$ cat src/rtl/vram_arbiter_if.sv
// Bus bundle for the VRAM arbiter: video fetch port, CPU port and RAM port.
// Signal names follow the arbiter's external pin list; the arbiter uses the slave modport.
interface vram_arbiter_if #(
  parameter int AW = 15
);
  // Every request is a one-cycle pulse with no ready/backpressure: vid_req is always
  // served, cpu_rd is taken only while cpu_busy is low, and cpu_wr only while wr_full is low.
  logic          vid_req;
  logic [AW-1:0] vid_addr;
  logic [7:0]    vid_data;
  logic          vid_valid;
  logic          cpu_wr;
  logic          cpu_rd;
  logic [AW-1:0] cpu_addr;
  logic [7:0]    cpu_din;
  logic [7:0]    cpu_dout;
  logic          cpu_rd_valid;
  logic          cpu_busy;
  logic          wr_full;
  logic          wr_ovf;
  logic [AW-1:0] ram_addr;
  logic [7:0]    ram_din;
  logic          ram_we;
  logic [7:0]    ram_dout;

  modport slave (
    input  vid_req, vid_addr, cpu_wr, cpu_rd, cpu_addr, cpu_din, ram_dout,
    output vid_data, vid_valid, cpu_dout, cpu_rd_valid, cpu_busy, wr_full, wr_ovf,
           ram_addr, ram_din, ram_we
  );

  modport master (
    output vid_req, vid_addr, cpu_wr, cpu_rd, cpu_addr, cpu_din, ram_dout,
    input  vid_data, vid_valid, cpu_dout, cpu_rd_valid, cpu_busy, wr_full, wr_ovf,
           ram_addr, ram_din, ram_we
  );
endinterface

$ cat src/rtl/vram_arbiter.sv
// Single-port VRAM arbiter: video fetch has absolute priority, CPU writes are posted
// through a small FIFO and CPU reads are forwarded from it on an address hit.
module vram_arbiter #(
  parameter int DEPTH = 4,
  parameter int AW    = 15
) (
  input  logic       clk_sys,
  input  logic       nRESET,
  vram_arbiter_if.slave bus,
  output logic [1:0] dbg_grant_o
);
  localparam int PW = $clog2(DEPTH);
  localparam logic [PW:0] FULL_CNT = (PW+1)'(DEPTH);

  typedef enum logic [1:0] {
    G_IDLE = 2'd0,
    G_VID  = 2'd1,
    G_RD   = 2'd2,
    G_WR   = 2'd3
  } grant_t;

  grant_t        g_q, g_d;
  logic [AW-1:0] fifo_addr_q [DEPTH];
  logic [7:0]    fifo_data_q [DEPTH];
  logic [PW-1:0] head_q, tail, idx;
  logic [PW:0]   count_q, count_d;
  logic          rd_pend_q, busy_q, vid_pipe_q, rd_pipe_q;
  logic [AW-1:0] rd_addr_q, rd_addr_cur, ram_addr_q;
  logic [7:0]    ram_din_q, vid_data_q, cpu_dout_q, hit_data;
  logic          vid_valid_q, cpu_rd_valid_q, wr_full_q, wr_ovf_q;
  logic          fifo_full, push, pop, rd_acc, hit, miss_acc, rd_want;

  assign fifo_full   = (count_q == FULL_CNT);
  assign push        = bus.cpu_wr && !fifo_full;
  assign pop         = (g_d == G_WR);
  assign tail        = head_q + count_q[PW-1:0];
  assign rd_acc      = bus.cpu_rd && !busy_q;
  assign miss_acc    = rd_acc && !hit;
  assign rd_want     = rd_pend_q || miss_acc;
  assign rd_addr_cur = rd_pend_q ? rd_addr_q : bus.cpu_addr;
  assign count_d     = count_q + {{PW{1'b0}}, push} - {{PW{1'b0}}, pop};

  // Newest match wins. The write currently on the RAM bus is oldest, since a read
  // granted now would race it at the same RAM edge.
  always_comb begin
    hit      = 1'b0;
    hit_data = '0;
    idx      = '0;
    if (g_q == G_WR && ram_addr_q == bus.cpu_addr) begin
      hit      = 1'b1;
      hit_data = ram_din_q;
    end
    for (int i = 0; i < DEPTH; i++) begin
      idx = head_q + PW'(i);
      if ((PW+1)'(i) < count_q && fifo_addr_q[idx] == bus.cpu_addr) begin
        hit      = 1'b1;
        hit_data = fifo_data_q[idx];
      end
    end
    if (push && bus.cpu_addr == bus.cpu_addr && bus.cpu_rd) begin
      hit      = 1'b1;
      hit_data = bus.cpu_din;
    end
  end

  always_ff @(posedge clk_sys or negedge nRESET) begin
    if (!nRESET) g_q <= G_IDLE;
    else         g_q <= g_d;
  end

  always_comb begin
    g_d = G_IDLE;
    if (bus.vid_req)      g_d = G_VID;
    else if (fifo_full)   g_d = G_WR;
    else if (rd_want)     g_d = G_RD;
    else if (count_q != 0) g_d = G_WR;
  end

  always_comb begin
    bus.ram_we   = (g_q == G_WR);
    bus.ram_addr = ram_addr_q;
    bus.ram_din  = ram_din_q;
    dbg_grant_o  = g_q;
  end

  always_ff @(posedge clk_sys) begin
    if (push) begin
      fifo_addr_q[tail] <= bus.cpu_addr;
      fifo_data_q[tail] <= bus.cpu_din;
    end
  end

  always_ff @(posedge clk_sys or negedge nRESET) begin
    if (!nRESET) begin
      head_q         <= '0;
      count_q        <= '0;
      rd_pend_q      <= 1'b0;
      rd_addr_q      <= '0;
      busy_q         <= 1'b0;
      vid_pipe_q     <= 1'b0;
      rd_pipe_q      <= 1'b0;
      ram_addr_q     <= '0;
      ram_din_q      <= '0;
      vid_valid_q    <= 1'b0;
      vid_data_q     <= '0;
      cpu_rd_valid_q <= 1'b0;
      cpu_dout_q     <= '0;
      wr_full_q      <= 1'b0;
      wr_ovf_q       <= 1'b0;
    end else begin
      count_q   <= count_d;
      rd_pend_q <= rd_want && (g_d != G_RD);
      if (pop) head_q <= head_q + PW'(1);
      if (miss_acc) rd_addr_q <= bus.cpu_addr;
      case (g_d)
        G_VID: ram_addr_q <= bus.vid_addr;
        G_RD:  ram_addr_q <= rd_addr_cur;
        G_WR: begin
          ram_addr_q <= fifo_addr_q[head_q];
          ram_din_q  <= fifo_data_q[head_q];
        end
        default: ;
      endcase
      // RAM returns data one edge after the grant cycle; capture it one edge later.
      vid_pipe_q  <= (g_q == G_VID);
      rd_pipe_q   <= (g_q == G_RD);
      vid_valid_q <= vid_pipe_q;
      if (vid_pipe_q) vid_data_q <= bus.ram_dout;
      cpu_rd_valid_q <= rd_pipe_q || (rd_acc && hit);
      if (rd_pipe_q)          cpu_dout_q <= bus.ram_dout;
      else if (rd_acc && hit) cpu_dout_q <= hit_data;
      if (miss_acc)       busy_q <= 1'b1;
      else if (rd_pipe_q) busy_q <= 1'b0;
      wr_full_q <= (count_d == FULL_CNT);
      if (bus.cpu_wr && fifo_full) wr_ovf_q <= 1'b1;
    end
  end

  assign bus.vid_data     = vid_data_q;
  assign bus.vid_valid    = vid_valid_q;
  assign bus.cpu_dout     = cpu_dout_q;
  assign bus.cpu_rd_valid = cpu_rd_valid_q;
  assign bus.cpu_busy     = busy_q;
  assign bus.wr_full      = wr_full_q;
  assign bus.wr_ovf       = wr_ovf_q;
endmodule

$ cat src/flat_wrapper.sv
// flat-port wrapper written by rule: the top's interface ports become plain ports
module vram_arbiter_flat 
#(
  parameter int DEPTH = 4,
  parameter int AW    = 15
)
  (clk_sys, nRESET, dbg_grant_o, bus_vid_req, bus_vid_addr, bus_cpu_wr, bus_cpu_rd, bus_cpu_addr, bus_cpu_din, bus_ram_dout, bus_vid_data, bus_vid_valid, bus_cpu_dout, bus_cpu_rd_valid, bus_cpu_busy, bus_wr_full, bus_wr_ovf, bus_ram_addr, bus_ram_din, bus_ram_we);
  vram_arbiter_if #(.AW(AW)) bus_i ();
  input  logic clk_sys;
  input  logic nRESET;
  output logic [1:0] dbg_grant_o;
  input wire logic [$bits(bus_i.vid_req)-1:0] bus_vid_req;
  input wire logic [$bits(bus_i.vid_addr)-1:0] bus_vid_addr;
  input wire logic [$bits(bus_i.cpu_wr)-1:0] bus_cpu_wr;
  input wire logic [$bits(bus_i.cpu_rd)-1:0] bus_cpu_rd;
  input wire logic [$bits(bus_i.cpu_addr)-1:0] bus_cpu_addr;
  input wire logic [$bits(bus_i.cpu_din)-1:0] bus_cpu_din;
  input wire logic [$bits(bus_i.ram_dout)-1:0] bus_ram_dout;
  output wire logic [$bits(bus_i.vid_data)-1:0] bus_vid_data;
  output wire logic [$bits(bus_i.vid_valid)-1:0] bus_vid_valid;
  output wire logic [$bits(bus_i.cpu_dout)-1:0] bus_cpu_dout;
  output wire logic [$bits(bus_i.cpu_rd_valid)-1:0] bus_cpu_rd_valid;
  output wire logic [$bits(bus_i.cpu_busy)-1:0] bus_cpu_busy;
  output wire logic [$bits(bus_i.wr_full)-1:0] bus_wr_full;
  output wire logic [$bits(bus_i.wr_ovf)-1:0] bus_wr_ovf;
  output wire logic [$bits(bus_i.ram_addr)-1:0] bus_ram_addr;
  output wire logic [$bits(bus_i.ram_din)-1:0] bus_ram_din;
  output wire logic [$bits(bus_i.ram_we)-1:0] bus_ram_we;
  assign bus_i.vid_req = bus_vid_req;
  assign bus_i.vid_addr = bus_vid_addr;
  assign bus_i.cpu_wr = bus_cpu_wr;
  assign bus_i.cpu_rd = bus_cpu_rd;
  assign bus_i.cpu_addr = bus_cpu_addr;
  assign bus_i.cpu_din = bus_cpu_din;
  assign bus_i.ram_dout = bus_ram_dout;
  assign bus_vid_data = bus_i.vid_data;
  assign bus_vid_valid = bus_i.vid_valid;
  assign bus_cpu_dout = bus_i.cpu_dout;
  assign bus_cpu_rd_valid = bus_i.cpu_rd_valid;
  assign bus_cpu_busy = bus_i.cpu_busy;
  assign bus_wr_full = bus_i.wr_full;
  assign bus_wr_ovf = bus_i.wr_ovf;
  assign bus_ram_addr = bus_i.ram_addr;
  assign bus_ram_din = bus_i.ram_din;
  assign bus_ram_we = bus_i.ram_we;
  vram_arbiter #(.DEPTH(DEPTH), .AW(AW)) u_core (.clk_sys(clk_sys), .nRESET(nRESET), .bus(bus_i), .dbg_grant_o(dbg_grant_o));
endmodule
$ cat config.mk
export PLATFORM = sky130hd
export DESIGN_NAME = vram_arbiter_flat
export DESIGN_NICKNAME = d
export VERILOG_FILES = /design/src/rtl/vram_arbiter_if.sv /design/src/rtl/vram_arbiter.sv /design/src/flat_wrapper.sv
export SDC_FILE = /design/constraint.sdc
export NUM_CORES = 1
export LEC_CHECK = 0
export ABC_AREA = 1
export BUFFER_PORTS_ARGS = -buffer_cell sky130_fd_sc_hd__buf_2
export CELL_PAD_IN_SITES_DETAIL_PLACEMENT = 0
export CELL_PAD_IN_SITES_GLOBAL_PLACEMENT = 1
export CORE_ASPECT_RATIO = 1.25
export CORE_MARGIN = 5
export CORE_UTILIZATION = 45
export DETAILED_ROUTE_END_ITERATION = 12
export PLACE_DENSITY = 0.93
export SETUP_SLACK_MARGIN = 0.5
export SYNTH_ARGS = -nofsm -noshare
export SYNTH_HDL_FRONTEND = slang
export SYNTH_SLANG_ARGS = --single-unit
export TNS_END_PERCENT = 10
$ cat constraint.sdc
create_clock -name clk_sys -period 7.77 [get_ports clk_sys]
set_input_delay 1.9425 -clock clk_sys [delete_from_list [all_inputs] [get_ports clk_sys]]
set_output_delay 1.9425 -clock clk_sys [all_outputs]
set_load 0.05 [all_outputs]
==> impl_summary.md <==
Global route
The first global-routing pass estimated 49100 um of wire. For this run the aggregate overflow at the end of global routing stands at 0. Entering global routing, the biggest net connects 70 pins.

The overall routing resource usage is 0.241. The number of antenna violations at the first check in global routing is 0. The number of global-route vias before repair was 9200.

Clocking
The clock slew at the register clock pins of the worst setup and hold paths is 0.07 ns. Once the clock tree was built, the resizer swapped 0 gates to a different size. The largest buffer count on any clock path is 2. The number of buffers inserted for hold repair after clock tree synthesis is 0. CTS placed an instance of sky130_fd_sc_hd__clkbuf_16 at the clock tree root. The deepest level of the CTS H-tree is 4. The number of setup buffers added after CTS is 0. TritonCTS built the clock tree. The latest clock arrival within the worst-skew pair is 0.44 ns.

The total CTS buffers is 17. For this design, the sink count on the clock tree is 161.

Synthesis
For this run, the leading register cell type out of synthesis is sky130_fd_sc_hd__edfxtp_1. By area the synthesized netlist is led by sky130_fd_sc_hd__edfxtp_1 (27%), sky130_fd_sc_hd__nand2_1 (22%), sky130_fd_sc_hd__dfrtp_1 (17%). The area fraction of the dominant cell type after synthesis is 0.269. The most common cell in the netlist is sky130_fd_sc_hd__nand2_1. The commonest cells after synthesis are sky130_fd_sc_hd__nand2_1 (600), sky130_fd_sc_hd__nand3_1 (172), sky130_fd_sc_hd__nor2_1 (112). The net count after synthesis is roughly 1500.

After synthesis the netlist holds a flip-flop and latch count of 161. The sequential element share of the synthesized area is 0.438. Counting flops with an async set or reset pin after synthesis yields a share of 0.429.

The warning count from the yosys run is 0. The biggest area contributor in the post-synthesis netlist is sky130_fd_sc_hd__edfxtp_1. The synthesized netlist occupies a cell area of about 10000 sq um.

In the synthesized netlist, the number of instances is between 1000 and 1500. Counting flops with a built-in enable in the synthesized netlist gives 92. A synthesized cell averages approximately 7.2 sq um. The number of distinct library cell variants in the gate-level netlist after synthesis is 37.

Drt
The total length of routed wires is 31900 um. The number of vias per cell is between 5 and 6. The number of search-and-repair iterations in the first detailed-routing pass is 6. Dividing the detail-routed wire length by the instance count gives around 18 um.

For this run, design rule violations remaining after detail routing come to 0. The residual antenna-violating net count after detailed routing is 0. The detailed router's first-iteration violation count is 719. The total number of vias is 9683.

Layout
The post-synthesis to final-layout area growth is 11.9%. Registers take 4490 sq um. The combined area of the multi-input logic cells is between 5000 and 6000 sq um.

At the end of the flow, the number of nets in the layout was 1556. The share of final-layout standard cells stronger than drive strength 1 is 0.118. The fill cell total of the finished layout is 2221.

The post-route core utilization is 0.513.

Placed design
The final estimated routing congestion in global placement is 0.923. Detailed placement finished with a half-perimeter wire length of 22900 um. The number of port buffers is 97.

Die
The area of the die is about 26000 sq um. 98 I/O pins were placed. The initial standard-cell utilization of the core is 0.459. The die span in x is between 100 and 150 um. The initialized floorplan defines 61 standard-cell rows. The standard cell core area is roughly 22000 sq um.

Measured along the y axis, the die boundary spans 179 um.

STA
Of the available clock period, the critical path in the final layout requires 0.742. Setup total negative slack on the finished layout was measured at 0 ns. The worst relative slew slack is 0.377. The maximum clock skew at final layout is 0.0108 ns. The setup violation total in the final timing report is 0. For this run, the top clock speed supported by timing is 173 MHz. The time the final worst path needs with I/O delays and setup is ~5.8 ns. The max-slew violation total from the final report is 0. Setup repair after global routing left no endpoint under its margin. For the pin with the worst max-slew slack, the measured transition is between 0.9 and 1 ns. The number of endpoints with negative hold slack in the final report is 0.

Setup path
The critical path is of the register to register type. The worst setup path is captured at a register. The data required time of the worst path is between 8 and 9 ns.

The critical path data arrival time is 6.11 ns. The type of origin of the critical path is a register. The worst-path maximum fanout is 56.

Run
The max capacitance violation total is 0.

Power
Across the VDD grid, the largest voltage drop is approximately 320 uV. Summed over all cells, the static leakage comes to 5.81 nW. For this design the ratio of total power to cell area is 482 nW/um^2.

Outcome
The run finished with clean final reports.

Hold path
The path type of the worst min-delay path is register to register.
[metrics by stage]
step | std cells | power (W) | hold slack, ns | worst slack, ns | area [sq um]
after floorplan | 1427 | 0.00383 | 0.352 | 3.13 | 10300
after global placement | 1763 | 0.00466 | 0.457 | 2.26 | 10900
after detailed placement | 1763 | 0.00470 | 0.464 | 2.08 | 10900
after CTS | 1795 | 0.00554 | 0.478 | 2.06 | 11500
after global routing | 1795 | 0.00594 | 0.488 | 1.61 | 11500
final | 1796 | 0.00554 | 0.476 | 2.00 | 11500
[layer usage]
layer	GRT usage	wire length [um]	vias to the layer above
met5	0	0	-
met4	0.115	1350	0
met3	0.0379	1720	79
met2	0.442	16300	330
met1	0.275	12500	4515
li1	-	-	4759
[registers in the layout, indices dropped and copies added, names as in the netlist, 2 cells and up]
| name | flops |
|---|---|
| u_core.count_q | 3 |
| u_core.dbg_grant_o | 2 |
| u_core.fifo_data_q | 32 |
| u_core.bus.vid_data | 8 |
| u_core.bus.cpu_dout | 8 |
| u_core.head_q | 2 |
| u_core.fifo_addr_q | 60 |
| u_core.bus.ram_din | 8 |
| u_core.bus.ram_addr | 15 |
| u_core.rd_addr_q | 15 |
[final timing paths]
path / startpoint / end / slack (ns) / depth (start not counted)
max: u_core.head_q[0] / u_core.bus.wr_full / 2.00 / 24
min: u_core.dbg_grant_o[1] / u_core.vid_pipe_q / 0.48 / 1
max reg2reg: u_core.head_q[0] / u_core.bus.wr_full / 2.00 / 24
min reg2reg: u_core.dbg_grant_o[1] / u_core.vid_pipe_q / 0.48 / 1
max in group asynchronous: nRESET / u_core.head_q[0] / 5.35 / 2
min in group asynchronous: nRESET / u_core.bus.cpu_dout[7] / 1.73 / 2
[placed cells by master, fill, tap and decap left out, types with 3 or more instances in the layout]
cell	instances
sky130_fd_sc_hd__nand4_1	4
sky130_fd_sc_hd__o21ai_1	13
sky130_fd_sc_hd__buf_4	12
sky130_fd_sc_hd__a21oi_1	21
sky130_fd_sc_hd__nor2_1	112
sky130_fd_sc_hd__nand2_1	600
sky130_fd_sc_hd__mux2_2	8
sky130_fd_sc_hd__mux2i_1	32
sky130_fd_sc_hd__or2_2	4
sky130_fd_sc_hd__nand3_1	172
sky130_fd_sc_hd__buf_2	97
sky130_fd_sc_hd__inv_1	107
sky130_fd_sc_hd__inv_4	3
sky130_fd_sc_hd__dfrtp_1	68
sky130_fd_sc_hd__o211ai_1	8
sky130_fd_sc_hd__nand3b_1	11
sky130_fd_sc_hd__clkinv_8	3
sky130_fd_sc_hd__o22ai_1	4
sky130_fd_sc_hd__inv_6	4
sky130_fd_sc_hd__nand2_4	3
sky130_fd_sc_hd__nor3_2	4
sky130_fd_sc_hd__clkbuf_16	17
sky130_fd_sc_hd__xnor2_1	6
sky130_fd_sc_hd__edfxtp_1	92
sky130_fd_sc_hd__nand3_2	3
sky130_fd_sc_hd__nand2_2	8
sky130_fd_sc_hd__inv_8	5
sky130_fd_sc_hd__ha_1	5
sky130_fd_sc_hd__o21ai_0	72
[report_power, final]
part | switching, W | internal (W)
sequential | 0.000278 | 0.00131
clock | 0.000406 | 0.000431
combinational | 0.00226 | 0.000856
[final cells by class]
cell class | count | area share
multi-input cells | 1098 | 0.439
repair buffers | 109 | 0.0501
clock inverters | 15 | 0.0140
flip-flops and latches | 161 | 0.391
inverters | 112 | 0.0371
well taps | 283 | 0.0308
diodes | 1 | 0.000218
clock buffers | 17 | 0.0371
[cells by family (layout without fill, tap and decap cells)]
logic type | after synthesis | count (layout) | share of synthesized area
multiplexers | 40 | 40 | 0.0400
other | 0 | 1 | 0
AO/OA/AOI/OAI | 120 | 120 | 0.0617
flip-flops | 161 | 161 | 0.438
adder cells (fa/ha/maj) | 6 | 6 | 0.00805
XOR/XNOR | 8 | 8 | 0.00683
AND/OR/NAND/NOR | 924 | 924 | 0.373
buffers and inverters | 168 | 253 | 0.0726
[worst max-delay path: stages, from the launching register on]
cell and delay, ns:
sky130_fd_sc_hd__dfrtp_4 0.73, sky130_fd_sc_hd__inv_2 0.53, sky130_fd_sc_hd__nand2_1 0.13, sky130_fd_sc_hd__nand2_2 0.60
sky130_fd_sc_hd__nand3_1 0.30, sky130_fd_sc_hd__nand2_1 0.14, sky130_fd_sc_hd__nand2_1 0.10, sky130_fd_sc_hd__nand2_1 0.08
sky130_fd_sc_hd__nor2_1 0.04, sky130_fd_sc_hd__nand2_1 0.06, sky130_fd_sc_hd__nor2_1 0.05, sky130_fd_sc_hd__nand2_2 0.25
sky130_fd_sc_hd__nand2_1 0.14, sky130_fd_sc_hd__nor2_2 0.17, sky130_fd_sc_hd__nand2_4 0.22, sky130_fd_sc_hd__nand3_2 0.16
sky130_fd_sc_hd__nand2_2 0.23, sky130_fd_sc_hd__nand2_4 0.20, sky130_fd_sc_hd__inv_4 0.10, sky130_fd_sc_hd__ha_1 0.29
sky130_fd_sc_hd__inv_1 0.04, sky130_fd_sc_hd__ha_1 0.19, sky130_fd_sc_hd__fa_1 0.38, sky130_fd_sc_hd__xnor2_1 0.20
sky130_fd_sc_hd__nor3b_1 0.25
Power figures use the tool's default switching activity.
